<file path="config.mk">
export PLATFORM = sky130hd
export DESIGN_NAME = alu_result_router
export DESIGN_NICKNAME = d
export VERILOG_FILES = /design/src/rtl/alu_result_router_pkg.sv /design/src/rtl/alu_result_router.sv
export SDC_FILE = /design/constraint.sdc
export NUM_CORES = 1
export LEC_CHECK = 0
export ABC_AREA = 1
export CAP_MARGIN = 20
export CORE_MARGIN = 10
export CORE_UTILIZATION = 43
export CTS_CLUSTER_SIZE = 12
export DETAILED_ROUTE_END_ITERATION = 10
export HOLD_SLACK_MARGIN = 0.08
export PLACE_DENSITY = 0.9
export SLEW_MARGIN = 40
export SYNTH_ARGS = -nofsm -noshare
export SYNTH_HDL_FRONTEND = slang
export SYNTH_SLANG_ARGS = --single-unit
</file>
<file path="constraint.sdc">
create_clock -name clock -period 1.7 [get_ports clock]
set_clock_uncertainty 0.15 [all_clocks]
set_input_delay 0.34 -clock clock [delete_from_list [all_inputs] [get_ports clock]]
set_output_delay 0.34 -clock clock [all_outputs]
set_load 0.01 [all_outputs]
</file>
<file path="src/rtl/alu_result_router_pkg.sv">
// Shared encodings for the ALU result router: route selects, FSM states and datapath width.
package alu_result_router_pkg;

  localparam int XLEN = 32;

  localparam logic [1:0] ROUTE_RF    = 2'h0;
  localparam logic [1:0] ROUTE_STORE = 2'h1;
  localparam logic [1:0] ROUTE_LOAD  = 2'h2;
  localparam logic [1:0] ROUTE_PC    = 2'h3;

  localparam logic [1:0] ST_IDLE  = 2'd0;
  localparam logic [1:0] ST_REQ   = 2'd1;
  localparam logic [1:0] ST_LWAIT = 2'd2;

endpackage

</file>
<file path="src/rtl/alu_result_router.sv">
// Routes the ALU result to the register file, the LSU (single outstanding request) or a PC redirect,
// and writes load data back to the register file.
module alu_result_router
  import alu_result_router_pkg::*;
(
  input  logic            clock,
  input  logic            reset,
  input  logic            io_in_valid,
  output logic            io_in_ready,
  input  logic [XLEN-1:0] io_alu_out,
  input  logic [XLEN-1:0] io_rs2,
  input  logic [4:0]      io_rd,
  input  logic [1:0]      io_route_sel,
  output logic            io_rf_wen,
  output logic [4:0]      io_rf_waddr,
  output logic [XLEN-1:0] io_rf_wdata,
  output logic            io_lsu_req_valid,
  input  logic            io_lsu_req_ready,
  output logic            io_lsu_we,
  output logic [XLEN-1:0] io_lsu_addr,
  output logic [XLEN-1:0] io_lsu_wdata,
  input  logic            io_lsu_rvalid,
  input  logic [XLEN-1:0] io_lsu_rdata,
  output logic            io_pc_redirect_valid,
  output logic [XLEN-1:0] io_pc_target
);

  logic [1:0] state;
  logic [4:0] load_rd;
  logic       accept;

  assign io_in_ready = (state == ST_IDLE);
  assign accept      = io_in_valid && io_in_ready;

  // Single-cycle pulses (rf_wen, pc_redirect_valid) default low; LSU payload holds until handshake.
  always_ff @(posedge clock or negedge reset) begin
    if (!reset) begin
      state                <= ST_IDLE;
      load_rd              <= 5'd0;
      io_rf_wen            <= 1'b0;
      io_rf_waddr          <= 5'd0;
      io_rf_wdata          <= '0;
      io_lsu_req_valid     <= 1'b0;
      io_lsu_we            <= 1'b0;
      io_lsu_addr          <= '0;
      io_lsu_wdata         <= '0;
      io_pc_redirect_valid <= 1'b0;
      io_pc_target         <= '0;
    end else begin
      io_rf_wen            <= 1'b0;
      io_pc_redirect_valid <= 1'b0;
      case (state)
        ST_IDLE: begin
          if (accept) begin
            case (io_route_sel)
              ROUTE_RF: begin
                io_rf_wen   <= (io_rd != 5'd0);
                io_rf_waddr <= io_rd;
                io_rf_wdata <= io_alu_out;
              end
              ROUTE_PC: begin
                io_pc_redirect_valid <= 1'b1;
                io_pc_target         <= {io_alu_out[XLEN-1:1], 1'b0};
              end
              ROUTE_STORE: begin
                io_lsu_req_valid <= 1'b1;
                io_lsu_we        <= 1'b1;
                io_lsu_addr      <= io_alu_out;
                io_lsu_wdata     <= io_rs2;
                state            <= ST_REQ;
              end
              default: begin
                io_lsu_req_valid <= 1'b1;
                io_lsu_we        <= 1'b0;
                io_lsu_addr      <= io_alu_out;
                load_rd          <= io_rd;
                state            <= ST_REQ;
              end
            endcase
          end
        end
        ST_REQ: begin
          if (io_lsu_req_ready) begin
            io_lsu_req_valid <= 1'b0;
            state            <= io_lsu_we ? ST_IDLE : ST_LWAIT;
          end
        end
        ST_LWAIT: begin
          if (io_lsu_rvalid) begin
            io_rf_wen   <= (load_rd != 5'd0);
            io_rf_waddr <= load_rd;
            io_rf_wdata <= io_lsu_rdata;
            state       <= ST_IDLE;
          end
        end
        default: state <= ST_IDLE;
      endcase
    end
  end

endmodule

</file>
==> results_dict.tcl <==
set metrics [dict create \
    syn_avg_cell_area_um2 8.91 \
    yosysTopAreaCell "dfrtp_1" \
    numCtsBuffers 17 \
    firstDrtPassIters 5 \
    finalNetCount 1034 \
    nFillCells 1030 \
    die_y_um 137 \
    clkPwrFrac_pct 24.4 \
    viasPerCell 5.01 \
    grt.total_usage_pct 20.4 \
    grt_max_degree 58 \
    reg2reg_from "state[0]" \
    synth_nets 776 \
    synth-edff-count 0 \
    clockBufferDepth 2 \
    slew_violations 0 \
    hpwl_mm 14.4 \
    grt_first_pass_wirelength_mm 30.0 \
    reg2reg_depth 6 \
    ioPinCount 246 \
    hold-worst-slack_ns 0.267 \
    dieArea_um2 18800 \
    drive_above_1_share_pct 8.79 \
    start_util_pct 44.3 \
    async_reset_ff_share_pct 100 \
    fin_crit_ns 1.65 \
    gr-total-overflow 0 \
    synth_area_leaders "dfrtp_1 61%, nand2_1 15%, o21ai_0 9.2%" \
    hold_violations 0 \
    dpl-instance-area_um2 8700 \
    worst-r2r-setup-slack_ns 0.05 \
    switchingPower_w 0.00589 \
    areaGrowthSynthToFinish_pct 56.4 \
    ys_types 19 \
    finalSetupViolCount 0 \
    vdd_ir_drop_max_uv 1030 \
    cp_max_fo 20 \
    diodes 0 \
    timing.fmax_mhz 604 \
    switching_share_pct 35.7 \
    total_power_w 0.0165 \
    pwr-share-comb_pct 39.6 \
    worstHoldPathType "input port to async pin" \
    layout.cells.non_filler 1109 \
    dp_cells 1075 \
    rows 42 \
    power_frac_seq_pct 36.0 \
    cp-end-kind "flop" \
    synth-seq-cells 143 \
    syn_area_um2 5910 \
    synth-seq-area-share_pct 60.5 \
    rsz0062_at_grt "true" \
    crit_arrival_ns 1.78 \
    cts_tree "built" \
    post_drt_wl_per_cell_um 17.6 \
    vias 5559 \
    cts-root-buf "clkbuf_16" \
    register_area_um2 3580 \
    fin_area_um2 9250 \
    multiInputGateArea_um2 1940 \
    yosys.area.top_type_share_pct 60.5 \
    path_class "input port to flop" \
    antenna_found_initial 0 \
    ys_warn_count 0 \
    drt-initial-drc-count 412 \
    routabilityCongestion 0.852 \
    io_buffers 244 \
    worstSetupStartpoint "io_route_sel[0]" \
    min_period_over_period_pct 97.3 \
    leakagePower_nw 4.88 \
    cap_violations 0 \
    status "completed" \
    setup.worst_path.start_class "input port" \
    grt_pass1_vias 5555 \
    p_int_w 0.0106 \
    clk_latency_ns 0.41 \
    drcViolationCount 0 \
    required_ns 1.82 \
    core-area_um2 13300 \
    ys.flop_type "dfrtp_1" \
    cts_num_sinks 143 \
    antenna_left 0 \
    wl_mm 19.6 \
    fin_setup_tns_ns 0 \
    synth_commonest_cells "238 x nand2_1, 143 x dfrtp_1, 109 x o21ai_0" \
    r2r-end "io_rf_wdata[29]" \
    powerDensity_nw_per_um2 1790 \
    synth.most_common_cell "nand2_1" \
    clk_pin_slew_worst_paths_ns 0.06 \
    chipWidth_um 137 \
    htreeDepth 4 \
    syn_inst 664 \
]
cells in the final DEF (no fill, tap or decap), types with 6 or more instances in the layout:
master | Yosys | layout
nand3_1 | 41 | 41
buf_4 | 6 | 23
nand2_1 | 238 | 236
buf_12 | 0 | 10
nor2_1 | 9 | 6
dfrtp_1 | 143 | 141
o21ai_1 | 20 | 26
clkbuf_16 | 0 | 18
clkdlybuf4s50_1 | 0 | 106
inv_1 | 50 | 48
dlygate4sd2_1 | 0 | 136
o21ai_0 | 109 | 103
power groups by stage:
stage / sequential, W / clock (W) / combinational [W]
after floorplan: 0.00670 / 0 / 0.00225
after global placement: 0.00595 / 0 / 0.00731
after detailed placement: 0.00600 / 0 / 0.00756
after CTS: 0.00594 / 0.00410 / 0.00652
after global routing: 0.00614 / 0.00428 / 0.00724
final: 0.00595 / 0.00404 / 0.00654
layer usage:
metal  up-vias  global-route usage [%]  share of wire [%]
met5         -                       0                  0
met4         0                    5.68               0.96
met3        16                    9.47                 13
met2       298                    33.8                 48
met1      2612                    23.2                 38
li1       2633                       -                  -
cell families (layout without fill, tap and decap cells):
group                      count (synthesis)  count (layout)  share of synthesized area, %
DFF                                      143             143                          60.5
buffers and inverters                     90             359                          7.17
adders and majority gates                  4               4                         0.846
and+or+nand+nor                          292             292                          19.8
other                                      1               1                        0.0634
AOI/OAI and AO/OA                        134             134                          11.6
how the worst max path moves through the flow:
stage,endpoint,slack [ns],cells past startpoint
floorplan,io_rf_wdata[10],0.17,5
global placement,io_lsu_addr[9],-0.29,6
detailed placement,io_rf_wdata[26],-0.34,9
CTS,io_in_ready,0.04,2
global route,io_rf_wdata[4],-0.02,9
finish,io_rf_wdata[29],0.05,9
cell type report:
class | instances | area share, %
clock buffers | 20 | 4.94
repair buffers | 279 | 28.9
flip-flops and latches | 143 | 38.7
clock inverters | 10 | 2.00
inverters | 50 | 2.03
multi-input cells | 431 | 21.0
well taps | 176 | 2.38
per-stage QoR:
step,worst slack (ns),util (%)
2_1_floorplan,0.171,-
3_3_place_gp,-0.288,65.2
3_5_place_dp,-0.343,65.2
4_1_cts,0.0373,68.8
5_1_grt,-0.0242,69.3
6_report,0.0455,69.3
state kept, by name, summed over array words and instances (netlist names):
register	count
io_lsu_addr	32
io_lsu_req_valid	1
io_lsu_wdata	32
io_lsu_we	1
io_pc_redirect_valid	1
io_pc_target	31
io_rf_waddr	5
io_rf_wdata	32
io_rf_wen	1
load_rd	5
state	2
what timing repair did:
item                                   4_1_cts  5_1_grt
cloned                                       0        1
hold buffers                                 1        0
buffers inserted                             0        2
gates resized for setup                    142       15
pin swaps                                    0        2
endpoints found under the hold margin      143        0
setup endpoints to repair                  137       40
worst max-delay path: stages:
cell,delay (ns)
clkdlybuf4s50_1,0.44
inv_2,0.08
ha_2,0.17
nor2_1,0.05
nor2_2,0.16
nand3_4,0.16
buf_12,0.19
nand2_1,0.08
o21ai_0,0.11
Note: power is estimated with default switching activity, not from simulation.
